### src/rtl/ex_unit.sv
// ex_unit: execute stage, 1-cycle ALU plus 32-iteration shift-add multiply.
// Restoring divide/remainder is built only when EX_DIV_EN is defined.
`ifndef COMMON_WIDTH
`define COMMON_WIDTH 32
`endif
`ifndef ALU_TYPE_WIDTH
`define ALU_TYPE_WIDTH 5
`endif
`ifndef REG_NUM
`define REG_NUM 5
`endif
`ifndef ALU_NOP
`define ALU_NOP   5'd0
`define ALU_ADD   5'd1
`define ALU_SUB   5'd2
`define ALU_AND   5'd3
`define ALU_OR    5'd4
`define ALU_XOR   5'd5
`define ALU_SLL   5'd6
`define ALU_SRL   5'd7
`define ALU_SRA   5'd8
`define ALU_SLT   5'd9
`define ALU_SLTU  5'd10
`define ALU_MUL   5'd11
`define ALU_MULHU 5'd12
`define ALU_DIV   5'd13
`define ALU_DIVU  5'd14
`define ALU_REM   5'd15
`define ALU_REMU  5'd16
`endif

module ex_unit (
    input  logic                       clk,
    input  logic                       rst,
    input  logic [`ALU_TYPE_WIDTH-1:0] alu_type,
    input  logic [`COMMON_WIDTH-1:0]   src1,
    input  logic [`COMMON_WIDTH-1:0]   src2,
    input  logic [`REG_NUM-1:0]        reg_write,
    input  logic                       write_alu_result_tag,
    input  logic                       flush,
    output logic [`COMMON_WIDTH-1:0]   result,
    output logic [`REG_NUM-1:0]        reg_write_out,
    output logic                       write_alu_result_tag_out,
    output logic                       stall,
    output logic                       illegal_op
);
    localparam int W = `COMMON_WIDTH;
`ifdef EX_DIV_EN
    typedef enum logic [1:0] {IDLE, MUL, DIV} state_t;
`else
    typedef enum logic [1:0] {IDLE, MUL} state_t;
`endif
    state_t state, state_nx;
    logic [5:0] cnt;
    logic [`ALU_TYPE_WIDTH-1:0] op;
    logic [`REG_NUM-1:0] dst;
    logic tag, alu_ok, is_mul, is_div, ill, done;
    logic [W-1:0] m, hi, lo, hi_nx, lo_nx, fin, alu_res, cap_m, cap_lo;
    logic [W:0] msum;
    logic [4:0] sh;

    assign sh     = src2[4:0];
    assign done   = cnt == 6'd31;
    assign stall  = state != IDLE;
    assign is_mul = alu_type == `ALU_MUL || alu_type == `ALU_MULHU;
    assign ill    = !alu_ok && !is_mul && !is_div && alu_type != `ALU_NOP;
    // hi accumulates, lo holds the multiplier shifting right into the low product word
    assign msum   = {1'b0, hi} + (lo[0] ? {1'b0, m} : '0);

    always_comb begin
        alu_res = '0;
        alu_ok  = 1'b1;
        case (alu_type)
            `ALU_ADD:  alu_res = src1 + src2;
            `ALU_SUB:  alu_res = src1 - src2;
            `ALU_AND:  alu_res = src1 & src2;
            `ALU_OR:   alu_res = src1 | src2;
            `ALU_XOR:  alu_res = src1 ^ src2;
            `ALU_SLL:  alu_res = src1 << sh;
            `ALU_SRL:  alu_res = src1 >> sh;
            `ALU_SRA:  alu_res = $signed(src1) >>> sh;
            `ALU_SLT:  alu_res = {{(W-1){1'b0}}, $signed(src1) < $signed(src2)};
            `ALU_SLTU: alu_res = {{(W-1){1'b0}}, src1 < src2};
            default:   alu_ok  = 1'b0;
        endcase
    end

`ifdef EX_DIV_EN
    logic [W-1:0] a, dif, q, r, v;
    logic [W:0] t;
    logic s2, ge, rem_op, neg, sgn_in;
    assign is_div = alu_type == `ALU_DIV || alu_type == `ALU_DIVU || alu_type == `ALU_REM || alu_type == `ALU_REMU;
    assign sgn_in = alu_type == `ALU_DIV || alu_type == `ALU_REM;
    assign cap_m  = is_div ? (sgn_in && src2[W-1] ? -src2 : src2) : src1;
    assign cap_lo = is_div ? (sgn_in && src1[W-1] ? -src1 : src1) : src2;
    // hi is the partial remainder, lo shifts the dividend out and quotient bits in
    assign t      = {hi, lo[W-1]};
    assign ge     = t >= {1'b0, m};
    assign dif    = t[W-1:0] - m;
    assign r      = ge ? dif : t[W-1:0];
    assign q      = {lo[W-2:0], ge};
    assign rem_op = op == `ALU_REM || op == `ALU_REMU;
    assign neg    = (op == `ALU_DIV || op == `ALU_REM) && (rem_op ? a[W-1] : a[W-1] ^ s2);
    assign v      = rem_op ? r : q;
    assign hi_nx  = state == DIV ? r : msum[W:1];
    assign lo_nx  = state == DIV ? q : {msum[0], lo[W-1:1]};
    assign fin    = state == DIV ? (m == '0 ? (rem_op ? a : '1) : (neg ? -v : v))
                                 : (op == `ALU_MULHU ? hi_nx : lo_nx);
    always_ff @(posedge clk or negedge rst) begin
        if (!rst) begin
            a  <= '0;
            s2 <= 1'b0;
        end else if (state == IDLE) begin
            a  <= src1;
            s2 <= src2[W-1];
        end
    end
`else
    assign is_div = 1'b0;
    assign cap_m  = src1;
    assign cap_lo = src2;
    assign hi_nx  = msum[W:1];
    assign lo_nx  = {msum[0], lo[W-1:1]};
    assign fin    = op == `ALU_MULHU ? hi_nx : lo_nx;
`endif

    always_ff @(posedge clk or negedge rst) begin
        if (!rst) state <= IDLE;
        else      state <= state_nx;
    end

    always_comb begin
        state_nx = state;
        if (flush) state_nx = IDLE;
`ifdef EX_DIV_EN
        else if (state == IDLE && is_div) state_nx = DIV;
`endif
        else if (state == IDLE && is_mul) state_nx = MUL;
        else if (state != IDLE && done) state_nx = IDLE;
    end

    always_ff @(posedge clk or negedge rst) begin
        if (!rst) begin
            cnt                      <= '0;
            op                       <= '0;
            dst                      <= '0;
            tag                      <= 1'b0;
            m                        <= '0;
            hi                       <= '0;
            lo                       <= '0;
            result                   <= '0;
            reg_write_out            <= '0;
            write_alu_result_tag_out <= 1'b0;
            illegal_op               <= 1'b0;
        end else if (flush) begin
            cnt                      <= '0;
            reg_write_out            <= '0;
            write_alu_result_tag_out <= 1'b0;
            illegal_op               <= 1'b0;
        end else if (state == IDLE) begin
            cnt                      <= '0;
            hi                       <= '0;
            m                        <= cap_m;
            lo                       <= cap_lo;
            op                       <= alu_type;
            dst                      <= reg_write;
            tag                      <= write_alu_result_tag;
            result                   <= alu_ok ? alu_res : (ill ? '0 : result);
            reg_write_out            <= alu_ok ? reg_write : '0;
            write_alu_result_tag_out <= alu_ok && write_alu_result_tag;
            illegal_op               <= ill;
        end else begin
            cnt                      <= cnt + 6'd1;
            hi                       <= hi_nx;
            lo                       <= lo_nx;
            reg_write_out            <= done ? dst : '0;
            write_alu_result_tag_out <= done && tag;
            illegal_op               <= 1'b0;
            if (done) result <= fin;
        end
    end
endmodule

### config.mk
export PLATFORM = sky130hd
export DESIGN_NAME = ex_unit
export DESIGN_NICKNAME = d
export VERILOG_FILES = /design/src/rtl/ex_unit.sv
export SDC_FILE = /design/constraint.sdc
export NUM_CORES = 1
export LEC_CHECK = 0
export CORE_AREA = 2 2 266 268
export DETAILED_ROUTE_END_ITERATION = 12
export DIE_AREA = 0 0 268 270
export PLACE_DENSITY = 0.43
export SYNTH_ARGS = -nofsm -noshare
export SYNTH_HDL_FRONTEND = slang
export SYNTH_SLANG_ARGS = --single-unit
export TNS_END_PERCENT = 5
### constraint.sdc
create_clock -name clk -period 4.1 [get_ports clk]
set_input_delay 0.82 -clock clk [delete_from_list [all_inputs] [get_ports clk]]
set_output_delay 0.82 -clock clk [all_outputs]
set_load 0.01 [all_outputs]
* Word-level counts from Yosys, hierarchy flattened
Index checks and enable logic that the tools add are counted.
Operators by class: $add $sub $neg 4, magnitude comparators 2, equality and inequality tests 15, shift-type cells 3, multiplexer cells 23, bitwise operators 4, reduce and logical (&&, ||, !) cells 17
Operators by type and width (count):
- 32-bit case mux with 10 select lines | 1
- 32-bit two-way mux | 8
- 32-bit less-than comparator | 2
- 32-bit by 32-bit adder with 33-bit output | 1
- 32-bit adder | 1
- 32-bit bitwise AND | 1
- 32-bit bitwise OR | 1
- 32-bit by 5-bit << shifter with 32-bit output | 1
- 32-bit by 5-bit >> shifter with 32-bit output | 1
- 32-bit by 5-bit >>> shifter with 32-bit output | 1
- 32-bit subtractor | 1
- 32-bit XOR | 1
- 5-bit by 4-bit == test with 1-bit output (second input constant) | 6
- 5-bit by 3-bit == test with 1-bit output (second input constant) | 4
- 5-bit two-way mux | 4
- 6-bit two-way mux | 2
- 5-bit by 2-bit == test with 1-bit output (second input constant) | 2
- 10-bit OR reduction | 1
- 6-bit by 1-bit adder with 6-bit output (second input constant) | 1
- 6-bit by 5-bit == test with 1-bit output (second input constant) | 1
- 1-bit logical AND | 6
- 2-bit two-way mux | 3
- 5-bit by 1-bit == test with 1-bit output (second input constant) | 1
- 1-bit two-way mux | 5
- 10 further kinds | 12
Storage, ports and cells: register bits after elaboration 154, output and inout bits 40, logic and storage cells 80

* Longest topological paths before layout
Gate-level depths: netlist (run 1).
word-level depth 9, mapped depth 16

* Worst setup path before layout (run 1)
Ideal clock, no wire load.
path type input port to flip-flop, start in src2[2], end reg result[26], arrival time 4.117 ns, path buffers 4, setup slack -0.143 ns, library setup time 0.126 ns, stages on the path 16, cells stage by stage inv_1 > buf_1 > buf_2 > buf_2 > ha_1 > buf_6 > a21o_1 > nand4_2 > a41o_2 > nand3_2 > a31o_4 > a31o_4 > a211oi_4 > xor2_1 > o211ai_1 > a221o_1
Between the ends: longest elaborated chain between the ends 4
Ends and longest elaborated chain:
- from (decl) | line 37 | input logic [`COMMON_WIDTH-1:0] src2,
- 32-bit subtractor (tied with other cells) | line 75 | `ALU_SUB: alu_res = src1 - src2;
- 32-bit case mux with 10 select lines (*) | line 73 | case (alu_type)
- 32-bit two-way mux (*) | line 168 | result <= alu_ok ? alu_res : (ill ? '0 : result);
- 32-bit two-way mux (*) | line 160 | end else if (state == IDLE) begin
- to (signal assigned) | line 168
- to (signal assigned) | line 179 | if (done) result <= fin;
- to (decl) | line 41 | output logic [`COMMON_WIDTH-1:0] result,
Mark *: on every way between the ends. The rest lies on a longest branch, timed or not. A chain may end at the register's enable or synchronous reset.

* Worst setup path in the final report (run 1)
start in src2[22], end reg result[30]
Between the ends: longest elaborated chain between the ends 4
Ends and longest elaborated chain (line):
- 32-bit subtractor or 32-bit adder (tied branches) | 75, 74
- 32-bit case mux with 10 select lines (*) | 73
- 32-bit two-way mux (*) | 168
- 32-bit two-way mux (*) | 160
Marks and branches as above.

==> reports/qor.yml, run 1 <==
drv_slew: 0
yosys.area.top_type_share: 0.2219
max_stage_delay_ns: 0.58
period_minus_slack_ns: 3.955
top_usage_layer: "met2"
p_int_mw: 3.481
ys_types: 100
final_cell_mix: "352 x buf_4, 222 x nand2_1, 206 x nor2_1"
cts.path.max_buffers: 2
grt_pass1_vias: 18660
r2r-end: "result[31]"
netlist_area_um2: 17260
grt_overflow_total: 0
crit_path_cell_trace: "clkdlybuf4s50_1, inv_1, ha_1, or4_1, nor3_1, buf_4, o2111ai_1, nor4b_2, buf_4, o311ai_1, o311ai_0, nor3_1, a21oi_1, o211ai_1, a221o_1"
crit_type: "input pin to flop"
critPathCaptureType: "flop"
synth_flop_cell: "dfrtp_1"
clockPowerShare: 0.278
wl_per_cell_um: 24.86
final_util: 0.3227
finalSetupViolCount: 0
synth-warning-count: 0
cp.required_ns: 4.45
synthToLayoutAreaGrowth_pct: 30.02
p_comb_frac: 0.414
synthTopCellsByArea: "dfrtp_1 22%, ha_1 9.6%, a21oi_1 5.4%"
slowest_stage: "clkdlybuf4s50_1"
cts_buffers: 17
track_usage: 0.2361
nFillCells: 7411
max_freq_ghz: 0.2529
p_per_area_nw_per_um2: 252.9
die_x_um: 268
synthesis.nets: 2382
cp_max_fo: 2
timing.hold.ws_ns: 0.3695
place_hpwl_um: 69900
antenna_found_initial: 2
wirelength_um: 86190
syn_area_per_cell_um2: 7.960
crit_family: "simple AND/OR/NAND/NOR gates"
synth-seq-cells: 153
tritoncts: "yes"
finalHoldViolCount: 0
ff2ff_path_depth: 13
synth-edff-count: 0
power.switching_mw: 2.194
sw_frac_of_total: 0.3866
grt_pass1_wl_um: 126900
critPathBufInv: 4
synth-async-reset-ratio: 1.000
period_share: 0.9646
cts_setup_buffers: 0
outcome: "finished clean"
total_power_mw: 5.675
tightest_slew_ns: 0.8376
yosys.area.top_type: "dfrtp_1"
path_clk_slew_ns: 0.07
rows: 97
ant_nets: 0
setup.worst_path.start: "src2[22]"
port_buffers: 117
vdd_drop_max_v: 0.0002674
numPlacedInstances: 3434
grt_max_degree: 89
rsz0062_at_grt: "false"
vias: 18720
drv_cap: 0
reg2reg_slack_ns: 0.24
ioPinCount: 118
clk_latency_ns: 0.47
met2_usage: 0.3723
grt_use_met1: 0.3396
coreArea_um2: 69540
grtUsageMet3: 0.02981
dieArea_um2: 72360
cp_data_arrival_time_ns: 4.30
seqPwrFrac: 0.308
dieHeight_um: 270
cp-start-kind: "input pin"
fin_worst_skew_ns: 0.02191
final_common_cell: "buf_4"
drc_errors: 0
initial_core_util: 0.2482
hold_class: "input pin to async pin"
reg2reg_from: "lo[0]"
cts_root_buf: "clkbuf_16"
seq_area_frac_synth: 0.2219
htreeDepth: 4
stdcell_count: 3467
gp_congestion: 0.9812
synth_cells: 2168
drive_gt1_frac: 0.2142
via_per_inst: 5.399
cts.sinks: 153
relSlewSlack: 0.4272
final_nets: 2727
p_leak_nw: 9.863
drtIter0Drc: 1734
drt-pass1-iter-count: 5
[timing repair]
item | in CTS | in global routing
setup endpoints to repair | 4 | 11
hold buffers | 0 | 0
pin swaps | 0 | 3
gates cloned | 0 | 0
resized for setup | 3 | 5
endpoints found under the hold margin | 0 | 0
[worst reg2reg max path, cell delays in order, from the launching register on]
cell and delay [ns]:
dfrtp_1 0.37, buf_4 0.22, and2_1 0.22, ha_1 0.34, nand2_1 0.20, or3_1 0.48
nor4_1 0.33, o21ai_0 0.16, buf_4 0.18, a21oi_1 0.33, o41ai_4 0.13, o41ai_1 0.45
o21ai_0 0.28, nand4_1 0.13
[routing by layer]
metal,up-vias,routed length [um]
li1,8677,-
met1,9332,41070
met2,617,38550
met3,92,4605
met4,2,1962
met5,-,7
[metrics by stage]
stage	instance area [um2]	worst slack [ns]	TNS, ns
floorplan	17260	0.03593	0
global placement	21830	-0.6086	-7.101
detailed placement	21830	-0.6146	-7.367
CTS	22420	-0.02467	-0.03789
global route	22440	0.0009748	0
finish	22440	0.1453	0
[Yosys cell counts, drive strengths merged (7+ instances only)]
cell,number
nand2,222
nor2,209
a21oi,189
o21ai,167
dfrtp,153
ha,133
inv,109
clkbuf,98
mux2i,86
mux2,56
buf,55
nor3,48
and2,43
a211oi,34
a21o,32
nand3,32
xnor2,31
a22o,30
mux4,30
o211ai,28
a221oi,26
a22oi,25
a31oi,22
and3,21
o21bai,19
o31ai,18
o22ai,17
xor2,17
nand2b,16
nor4,15
a221o,13
nand4,12
or3,12
nor2b,11
o2111ai,11
o21a,11
o221ai,10
a2111oi,9
a211o,7
a31o,7
o311ai,7
or4,7
[logic make-up after synthesis]
family | Yosys count | share of synthesized area
buffers and inverters | 264 | 0.06308
xor gates and xnor gates | 48 | 0.02436
muxes | 172 | 0.1258
and+or+nand+nor | 666 | 0.1771
DFF | 153 | 0.2219
adders and majority gates | 136 | 0.09991
AOI/OAI and AO/OA | 729 | 0.2879
[final cells by class]
cell class,instances,area (um2),share of cell area
Timing Repair Buffer,479,4018,0.1790
Tap cell,940,1176,0.05241
Clock buffer,22,484.2,0.02158
Antenna cell,1,2.502,0.0001115
Multi-Input combinational cell,1751,12430,0.5539
Clock inverter,10,83.83,0.003736
Sequential cell,153,3830,0.1707
Inverter,111,416.7,0.01857
[worst max-delay path by stage]
stage	to	cells after the start
CTS	result[0]	16
finish	result[30]	15
detailed placement	result[16]	17
floorplan	result[26]	15
global placement	result[22]	17
global route	result[30]	15
[power by group through the flow]
stage               combinational (mW)  sequential, mW  clock [mW]
floorplan                         1.19            1.74           0
global placement                  2.32            1.78           0
detailed placement                2.31            1.78           0
CTS                               2.32            1.75        1.62
global route                      2.53            1.76        1.67
finish                            2.35            1.75        1.58
[registers in the layout, indices dropped and copies added, names as in the netlist]
name / cells
hi: 32
lo: 32
tag: 1
result: 32
state: 1
dst: 5
m: 32
illegal_op: 1
reg_write_out: 5
write_alu_result_tag_out: 1
cnt: 6
op: 5
(Power assumes the default switching activity.)
==> inputs of run 2 (changes only) <==
--- a/config.mk
+++ b/config.mk
@@ -8,6 +8,7 @@
 export CORE_AREA = 2 2 266 268
 export DETAILED_ROUTE_END_ITERATION = 12
 export DIE_AREA = 0 0 268 270
+export MAX_ROUTING_LAYER = met4
 export PLACE_DENSITY = 0.43
 export SYNTH_ARGS = -nofsm -noshare
 export SYNTH_HDL_FRONTEND = slang
==> reports/qor.yml, run 2 (synthesis results as in run 1) <==
grt_pass1_wl_um: 127600
htreeDepth: 4
cts.sinks: 153
seqPwrFrac: 0.298
sw_frac_of_total: 0.3692
cp_data_arrival_time_ns: 4.29
max_freq_ghz: 0.2523
cts_root_buf: "clkbuf_16"
final_util: 0.3230
cp.required_ns: 4.43
track_usage: 0.2454
p_leak_nw: 9.851
total_power_mw: 5.880
vdd_drop_max_v: 0.0002763
grt_max_degree: 76
drtIter0Drc: 1889
drv_cap: 0
ant_nets: 0
tritoncts: "yes"
finalSetupViolCount: 0
stdcell_count: 3461
critPathCaptureType: "flop"
initial_core_util: 0.2482
slowest_stage: "clkdlybuf4s50_1"
final_common_cell: "buf_4"
crit_path_cell_trace: "clkdlybuf4s50_1, fa_1, nor3b_1, o311ai_2, buf_4, nand3_1, a2111o_1, a21oi_2, buf_4, o31ai_2, xnor2_1, a221oi_2, o21ai_1, o21bai_1"
cts.path.max_buffers: 2
relSlewSlack: 0.4050
ioPinCount: 118
final_nets: 2722
p_comb_frac: 0.400
placed_area_um2: 21810
cp_max_fo: 5
outcome: "finished clean"
antenna_cells: 0
crit_type: "input pin to flop"
drive_gt1_frac: 0.2110
drt-pass1-iter-count: 6
fin_worst_skew_ns: 0.01758
dieArea_um2: 72360
cts_buffers: 17
tightest_slew_ns: 0.8904
via_per_inst: 5.398
period_minus_slack_ns: 3.964
clk_latency_ns: 0.45
rows: 97
finalHoldViolCount: 0
max_stage_delay_ns: 0.55
numPlacedInstances: 3429
clockPowerShare: 0.302
timing.hold.ws_ns: 0.4167
final_cell_mix: "346 x buf_4, 222 x nand2_1, 206 x nor2_1"
wirelength_um: 87450
period_share: 0.9668
wl_per_cell_um: 25.27
crit_path_frequent_cell: "buf_4"
grt_overflow_total: 0
fin_area_um2: 22460
fin_ws_ns: 0.1360
port_buffers: 117
rsz0062_at_grt: "false"
coreArea_um2: 69540
cts_setup_buffers: 0
die_x_um: 268
grt_pass1_vias: 18570
post-place-ws_ns: -0.5154
p_int_mw: 3.709
cp-start-kind: "input pin"
hold_buffers: 0
vias: 18680
power.switching_mw: 2.171
dieHeight_um: 270
hold_class: "input pin to async pin"
antenna_found_initial: 2
path_clk_slew_ns: 0.07
gp_congestion: 0.9859
drv_slew: 0
drc_errors: 0
tns_ns: 0
p_per_area_nw_per_um2: 261.8
place_hpwl_um: 71070
synthToLayoutAreaGrowth_pct: 30.17
-- run 2: cell types whose count changed in the layout (fill, tap and decap cells not counted), sizes merged --
cell,change
clkbuf,-1
buf,-5
diode,-1
bufinv,+5
dlymetal6s2s,-1
clkinv,-3
dlygate4sd2,+1
clkinvlp,+2
inv,-3
-- run 2: metal layers --
layer  part of all wire  global-route usage  wire, um  vias to the layer above
met5                  0                   -         0                        -
met2               0.45              0.3756     39190                      623
met3              0.049             0.02033      4304                       74
met4              0.019             0.05307      1680                        0
met1               0.48              0.3505     42270                     9322
li1                   -                   -         -                     8665
-- run 2: path summary, 6_finish.rpt --
path                               from          to  slack [ns]  cells past startpoint
worst max-delay path            src1[1]  result[22]        0.14                     14
worst min-delay path                rst      cnt[4]        0.42                      1
worst max register to register    lo[0]  result[30]        0.25                     13
worst min register to register   cnt[0]      cnt[0]        0.46                      1
max in group asynchronous           rst       m[29]        2.82                      2
min in group clk                 cnt[0]      cnt[0]        0.46                      1
-- run 2: critical path: cells and delay by family --
| family | cells | cell delay [ns] |
|---|---|---|
| AO/OA/AOI/OAI | 7 | 1.61 |
| XOR/XNOR | 1 | 0.14 |
| adder cells (fa/ha/maj) | 1 | 0.49 |
| buffers and inverters | 3 | 0.88 |
| AND/OR/NAND/NOR | 2 | 0.35 |
-- run 2: what timing repair did --
action / in CTS / in global routing
resized for setup: 1 / 6
pin swaps: 2 / 1
endpoints found under the setup margin: 3 / 7
-- run 2: area by class of cell --
cell class                      count  area (um2)
Tap cell                          940        1176
Multi-Input combinational cell   1751       12420
Sequential cell                   153        3830
Inverter                          111       416.7
Clock inverter                     11       196.4
Fill cell                        7404       47080
Timing Repair Buffer              474        3989
Clock buffer                       21       440.4
-- run 2: power by group through the flow --
| stage | clock network (mW) | registers [mW] | logic, mW |
|---|---|---|---|
| global route | 1.88 | 1.76 | 2.52 |
| CTS | 1.82 | 1.75 | 2.32 |
| detailed placement | 0 | 1.78 | 2.31 |
| finish | 1.78 | 1.75 | 2.35 |
| global placement | 0 | 1.78 | 2.32 |
| floorplan | 0 | 1.74 | 1.19 |
